## src/rtl/alu_ctrl_pkg.sv

```systemverilog
// Shared encodings for the ALU control decoder: alu_op classes,
// funct codes and the 4-bit ALU select values.
package alu_ctrl_pkg;

  localparam logic [1:0] ALUOP_MEM   = 2'b00;
  localparam logic [1:0] ALUOP_BEQ   = 2'b01;
  localparam logic [1:0] ALUOP_RTYPE = 2'b10;
  localparam logic [1:0] ALUOP_IMM   = 2'b11;

  localparam logic [5:0] F_ADD  = 6'b100000;
  localparam logic [5:0] F_ADDU = 6'b100001;
  localparam logic [5:0] F_SUB  = 6'b100010;
  localparam logic [5:0] F_SUBU = 6'b100011;
  localparam logic [5:0] F_AND  = 6'b100100;
  localparam logic [5:0] F_OR   = 6'b100101;
  localparam logic [5:0] F_XOR  = 6'b100110;
  localparam logic [5:0] F_NOR  = 6'b100111;
  localparam logic [5:0] F_SLT  = 6'b101010;
  localparam logic [5:0] F_SLL  = 6'b000000;
  localparam logic [5:0] F_SRL  = 6'b000010;
  localparam logic [5:0] F_DIV  = 6'b011010;
  localparam logic [5:0] F_DIVU = 6'b011011;

  localparam logic [3:0] SEL_AND  = 4'b0000;
  localparam logic [3:0] SEL_OR   = 4'b0001;
  localparam logic [3:0] SEL_ADD  = 4'b0010;
  localparam logic [3:0] SEL_XOR  = 4'b0011;
  localparam logic [3:0] SEL_SUB  = 4'b0110;
  localparam logic [3:0] SEL_SLT  = 4'b0111;
  localparam logic [3:0] SEL_DIV  = 4'b1000;
  localparam logic [3:0] SEL_DIVU = 4'b1001;
  localparam logic [3:0] SEL_SLL  = 4'b1010;
  localparam logic [3:0] SEL_SRL  = 4'b1011;
  localparam logic [3:0] SEL_NOR  = 4'b1100;

  localparam logic [3:0] SEL_DEFAULT = SEL_ADD;

endpackage

```

## src/rtl/alu_funct_decode.sv

```systemverilog
// Combinational R-type funct decoder: inst_f -> {select, illegal}.
// Divide codes are legal only when ALU_CTRL_DIV_EN is defined.
module alu_funct_decode
  import alu_ctrl_pkg::*;
(
  input  logic [5:0] inst_f_i,
  output logic [3:0] sel_o,
  output logic       illegal_o
);

  always_comb begin
    sel_o     = SEL_DEFAULT;
    illegal_o = 1'b0;
    case (inst_f_i)
      F_ADD,
      F_ADDU: sel_o = SEL_ADD;
      F_SUB,
      F_SUBU: sel_o = SEL_SUB;
      F_AND:  sel_o = SEL_AND;
      F_OR:   sel_o = SEL_OR;
      F_XOR:  sel_o = SEL_XOR;
      F_NOR:  sel_o = SEL_NOR;
      F_SLT:  sel_o = SEL_SLT;
      F_SLL:  sel_o = SEL_SLL;
      F_SRL:  sel_o = SEL_SRL;
`ifdef ALU_CTRL_DIV_EN
      F_DIV:  sel_o = SEL_DIV;
      F_DIVU: sel_o = SEL_DIVU;
`endif
      default: begin
        sel_o     = SEL_DEFAULT;
        illegal_o = 1'b1;
      end
    endcase
  end

endmodule

```

## src/rtl/alu_control.sv

```systemverilog
// Registered ALU control decoder: muxes alu_op class, funct decode and
// immediate flags into the ALU select. Optional macro: ALU_CTRL_DIV_EN.
module alu_control
  import alu_ctrl_pkg::*;
(
  input  logic       clk,
  input  logic       reset,
  input  logic       andi,
  input  logic       ori,
  input  logic       addi,
  input  logic       subi,
  input  logic [5:0] inst_f,
  input  logic [1:0] alu_op,
  output logic [3:0] alu_control_signal,
  output logic       illegal
);

  logic [3:0] f_sel;
  logic       f_ill;
  logic [3:0] sel_d, sel_q;
  logic       ill_d, ill_q;

  alu_funct_decode u_funct (
    .inst_f_i  (inst_f),
    .sel_o     (f_sel),
    .illegal_o (f_ill)
  );

  // Funct and flags only feed the mux leg that owns them, so X on the
  // unused inputs never propagates.
  always_comb begin
    sel_d = SEL_DEFAULT;
    ill_d = 1'b0;
    case (alu_op)
      ALUOP_MEM: sel_d = SEL_ADD;
      ALUOP_BEQ: sel_d = SEL_SUB;
      ALUOP_RTYPE: begin
        sel_d = f_sel;
        ill_d = f_ill;
      end
      ALUOP_IMM: begin
        if (andi)      sel_d = SEL_AND;
        else if (ori)  sel_d = SEL_OR;
        else if (addi) sel_d = SEL_ADD;
        else if (subi) sel_d = SEL_SUB;
        else begin
          sel_d = SEL_DEFAULT;
          ill_d = 1'b1;
        end
      end
      default: begin
        sel_d = SEL_DEFAULT;
        ill_d = 1'b0;
      end
    endcase
  end

  always_ff @(posedge clk) begin
    if (reset) begin
      sel_q <= SEL_DEFAULT;
      ill_q <= 1'b0;
    end else begin
      sel_q <= sel_d;
      ill_q <= ill_d;
    end
  end

  assign alu_control_signal = sel_q;
  assign illegal            = ill_q;

endmodule

```

## config.mk

```make
export PLATFORM = sky130hd
export DESIGN_NAME = alu_control
export DESIGN_NICKNAME = d
export VERILOG_FILES = /design/src/rtl/alu_ctrl_pkg.sv /design/src/rtl/alu_funct_decode.sv /design/src/rtl/alu_control.sv
export SDC_FILE = /design/constraint.sdc
export NUM_CORES = 1
export LEC_CHECK = 0
export BUFFER_PORTS_ARGS = -buffer_cell sky130_fd_sc_hd__buf_2
export CELL_PAD_IN_SITES_DETAIL_PLACEMENT = 2
export CELL_PAD_IN_SITES_GLOBAL_PLACEMENT = 2
export CORE_MARGIN = 8
export CORE_UTILIZATION = 24
export CTS_CLUSTER_SIZE = 25
export DETAILED_ROUTE_END_ITERATION = 6
export GPL_TIMING_DRIVEN = 0
export HOLD_SLACK_MARGIN = 0.03
export PLACE_DENSITY_LB_ADDON = 0.08
export SYNTH_ARGS = -nofsm -noshare
export SYNTH_HDL_FRONTEND = slang
export SYNTH_SLANG_ARGS = --single-unit
```

## constraint.sdc

```tcl
create_clock -name clk -period 3.3 [get_ports clk]
set_input_delay 0.33 -clock clk [delete_from_list [all_inputs] [get_ports clk]]
set_output_delay 0.33 -clock clk [all_outputs]
set_load 0.01 [all_outputs]
```

Word level (Yosys, flattened, before mapping)
Cells that the tools add are included.
W data, S select, Z words.
{"block": "word_totals", "register_bits": 5, "latchBits": 0, "mem_bits_rw": 0, "rom_bits": 0, "elab_cells": 31, "memories": 0}
{"block": "classes", "n_addsub": 0, "n_mul": 0, "div": 0, "n_lt_le_gt_ge": 0, "eq_ne": 13, "n_shift": 0, "mux": 12, "bitwise_logic": 0, "n_reduce_logical": 4}
{"cell": "$eq A6 B6 Y1 const B", "count": 9}
{"cell": "$pmux W4 S8", "count": 1}
{"cell": "$pmux W4 S4", "count": 1}
{"cell": "$mux W3", "count": 4}
{"cell": "$reduce_or A11 Y1", "count": 1}
{"cell": "$eq A6 B2 Y1 const B", "count": 1}
{"cell": "$logic_not A6 Y1", "count": 1}
{"cell": "$mux W1", "count": 5}
{"cell": "$eq A2 B2 Y1 const B", "count": 2}
{"cell": "$eq A2 B1 Y1 const B", "count": 1}
{"cell": "$logic_not A2 Y1", "count": 1}
{"cell": "$pmux W1 S2", "count": 1}
{"cell": "$reduce_or A2 Y1", "count": 1}

Logic depth before layout (Yosys ltp)
{"block": "logic_depth", "depth_word": 5, "mapped_depth": 5, "depth_no_buf": 4}

Cells and area by module
Synthesis repeated with hierarchy kept, for this count alone.
{"block": "unflattened", "hier_cells": 38, "area_unflattened_um2": 372.9}
{"module": "alu_control", "n_inst": 1, "cells_each": 20, "area_per_inst_um2": 234.0, "seq_area_each_um2": 100.1}
{"module": "alu_funct_decode", "n_inst": 1, "cells_each": 18, "area_per_inst_um2": 138.9, "seq_area_each_um2": 0.0}

Worst setup path before layout
Ideal clock, no wire load.
{"block": "synth_timing", "path_type": "input to register", "startpoint": "input port inst_f[2]", "endpoint": "register sel_q[1], in the netlist alu_control_signal[1]", "setup_time_ns": 0.114, "t_arrival_ns": 1.236, "t_required_ns": 3.186, "path_slack_ns": 1.950, "cell_stages": 5, "path_buffers": 1, "path_cell_list": "buf_6 or2_4 o32ai_4 o2111ai_1 a21o_1"}
{"block": "synth_via", "elab_chain_len": 4}
{"element": "start: declaration", "line_no": "alu_control.sv:12", "text": "input logic [5:0] inst_f,"}
{"element": "$eq A6 B6 Y1", "line_no": "alu_funct_decode.sv:14", "text": "case (inst_f_i)"}
{"element": "$reduce_or A2 Y1"}
{"element": "$pmux W4 S8 (*)", "line_no": "alu_funct_decode.sv:14"}
{"element": "$pmux W4 S4 (*)", "line_no": "alu_control.sv:34", "text": "case (alu_op)"}
{"element": "end signal: assignment", "line_no": "alu_control.sv:63", "text": "sel_q <= sel_d;"}
{"element": "end: declaration", "line_no": "alu_control.sv:20", "text": "logic [3:0] sel_d, sel_q;"}
Mark *: on every way between the ends. The rest lies on a longest branch, timed or not.
A chain may end at the register's enable or synchronous reset.

Worst setup path after layout
{"block": "layout_timing", "startpoint": "input port inst_f[0]", "endpoint": "register sel_q[1], in the netlist alu_control_signal[1]"}
The elaborated chain is that of the path after synthesis.

==> metrics <==
FILL cells=195; Slew Limit Fails=0; Critical Path Start Type=primary input; ANT cells=0; max-cap violation count=0; RSZ-0062 raised after global routing=false; cts bufs inserted=3; PnR worst setup slack=2.09 ns; Die Height=56.3 um; num ports=19; ratio of cells with drive above 1 in the final layout=32.4%; DP Cell Count=80; wire per inst=14.2 um; Tcrit/Tclk final=36.8%; first-iteration detailed-routing DRC count=6; FP Rows=14; final cell count without fillers=84; post-synthesis cell type count=27; total grt overflow=0; Placed Area=484 um^2; final number of setup-violating endpoints=0; IO Port Bufs=15; Tmin final=1.21 ns; Int Pwr=128 uW; CTS tree=yes; clock sinks=5; Arrival @ worst endpoint=1.35 ns; total number of vias=419; post-CTS sizing=0; RePlAce Congestion=0.729; Rel. slew slack=71.6%; Net Sw Frac=27.1%; final wirelength=1190 um; initial core utilization=25.8%; die area=3170 um^2; switching pwr=47.7 uW; number of synthesis warnings=0; Yosys reg bits=5; # DRC=0; HP Class=primary input to register; clock share of power=39.2%; Max VDD drop=85.3 uV; Setup TNS Final=0 ns; Min Hold Slack=0.263 ns; Max Clk Rate=824 MHz; P_leak=0.217 nW; initial antenna violation count=0; sequential share of the synthesized area=25.7%; CTS Hold Bufs=0; clk slew on worst S/H paths=0.04 ns; Post-CTS Setup Bufs=0; CP Max Fanout=7; number of iterations in the first detailed-routing pass=3; CP endpoint kind=register; GRT Total Usage=7.79%; htree depth=1; WP data required=3.43 ns; via/cell ratio=4.99; Non-Filler Cell Area, Final=510 um^2; core area=1510 um^2; kind of critical path=primary input to register; Final HPWL DP=1010 um; Gate Count Post-Synth=49; Pwr per Cell Area=345 nW/um^2; Die X=56.3 um; status=complete, no violations; syn_area_per_cell=7.94 um^2; Synth-to-Final Area Change=31.2%; Final nets=83; sequential fraction of design power=35.8%; Clock Tree Buf Depth=2; Post-Syn Nets=63; Slew @ Worst Pin=0.420 ns; synthesized area=389 um^2; vias in the first global route=487; pre-CTS WS=1.81 ns; Logic pwr share=25.0%; final antenna-violating net count=0; first-pass GRT wire length=2100 um; Root Buffer=clkbuf_4; Final Hold Viols=0; largest net degree at the start of global routing=11
## synth_stat cells
| cell type | count | share of area (%) |
|---|---|---|
| buf_2 | 1 | 1.3 |
| a211oi_1 | 1 | 1.9 |
| or2_4 | 1 | 2.3 |
| nor2_1 | 7 | 6.8 |
| a21o_1 | 1 | 1.9 |
| nor3_1 | 2 | 2.6 |
| a2bb2oi_1 | 1 | 2.3 |
| o2111ai_1 | 1 | 2.3 |
| o21ai_0 | 2 | 2.6 |
| xnor2_1 | 1 | 2.3 |
| and4b_1 | 1 | 2.6 |
| dfxtp_1 | 5 | 26 |
| a31oi_1 | 2 | 3.2 |
| nand2b_1 | 2 | 3.2 |
| a311o_1 | 1 | 2.6 |
| buf_6 | 1 | 2.9 |
| nand4bb_1 | 1 | 2.9 |
| a21oi_1 | 3 | 3.9 |
| nand2_1 | 4 | 3.9 |
| nor4b_1 | 2 | 4.5 |
| inv_1 | 2 | 1.9 |
| nor2b_1 | 2 | 3.2 |
| a32oi_1 | 1 | 2.3 |
| and2_1 | 1 | 1.6 |
| clkbuf_1 | 1 | 0.96 |
| o32ai_4 | 1 | 7.1 |
| or3_1 | 1 | 1.6 |
## through the flow
step                util, %  power, mW
floorplan                 -     0.0917
global placement       32.1      0.108
detailed placement     32.1      0.109
CTS                    33.9      0.180
global route           33.9      0.188
finish                 33.9      0.176
## layout by cell type (no fill, tap or decap), drive strengths merged
cell type	Yosys	routed
buf	2	17
nor2	7	7
dfxtp	5	5
clkbuf	1	5
nand2	4	4
a21oi	3	3
inv	2	2
o21ai	2	2
nor4b	2	2
a31oi	2	2
nand2b	2	2
nor3	2	2
nor2b	2	2
and2	1	1
or2	1	1
a32oi	1	1
a211oi	1	1
o32ai	1	1
o2111ai	1	1
a21o	1	1
xnor2	1	1
and4b	1	1
a311o	1	1
nand4bb	1	1
or3	1	1
a2bb2oi	1	1
## critical path, cell delays in order
cell and delay [ns]:
buf_2 0.14, or2_4 0.28, o32ai_4 0.28, o2111ai_1 0.15
a21o_1 0.17
## metal layers
metal | GRT usage (%) | share of wire, %
met5 | 0 | 0
met3 | 2.02 | 5.8
met1 | 10.6 | 52
met2 | 10.8 | 42
met4 | 4.12 | 0
## final cells by class
cell class	instances	area [um^2]	area share, %
Inverter	2	7.51	1.47
Multi-Input combinational cell	39	262	51.2
Buffer	3	20.0	3.92
Tap cell	16	20.0	3.92
Clock buffer	4	26.3	5.15
Sequential cell	5	100	19.6
Timing Repair Buffer	15	75.1	14.7
## path summary, 6_finish.rpt
check,start,to,depth (start not counted)
worst max-delay path,inst_f[0],alu_control_signal[1]$_SDFF_PP1_,5
worst min-delay path,reset,alu_control_signal[2]$_SDFF_PP0_,2
## cell families after synthesis
group | synth area share (%)
flops | 25.7
simple gates | 35.1
buf+inv | 7.07
xor+xnor | 2.25
compound gates | 29.9
## power groups by stage
stage | Combinational [mW] | Clock [mW] | Sequential, mW
final | 0.0440 | 0.0691 | 0.0630
after global routing | 0.0500 | 0.0749 | 0.0632
after CTS | 0.0447 | 0.0718 | 0.0631
after detailed placement | 0.0446 | 0 | 0.0641
after global placement | 0.0440 | 0 | 0.0640
after floorplan | 0.0263 | 0 | 0.0653
## flip-flops by register name, summed over array words and instances, names as in the netlist
| register | count |
|---|---|
| illegal | 1 |
| alu_control_signal | 4 |
Power figures use the tool's default switching activity.
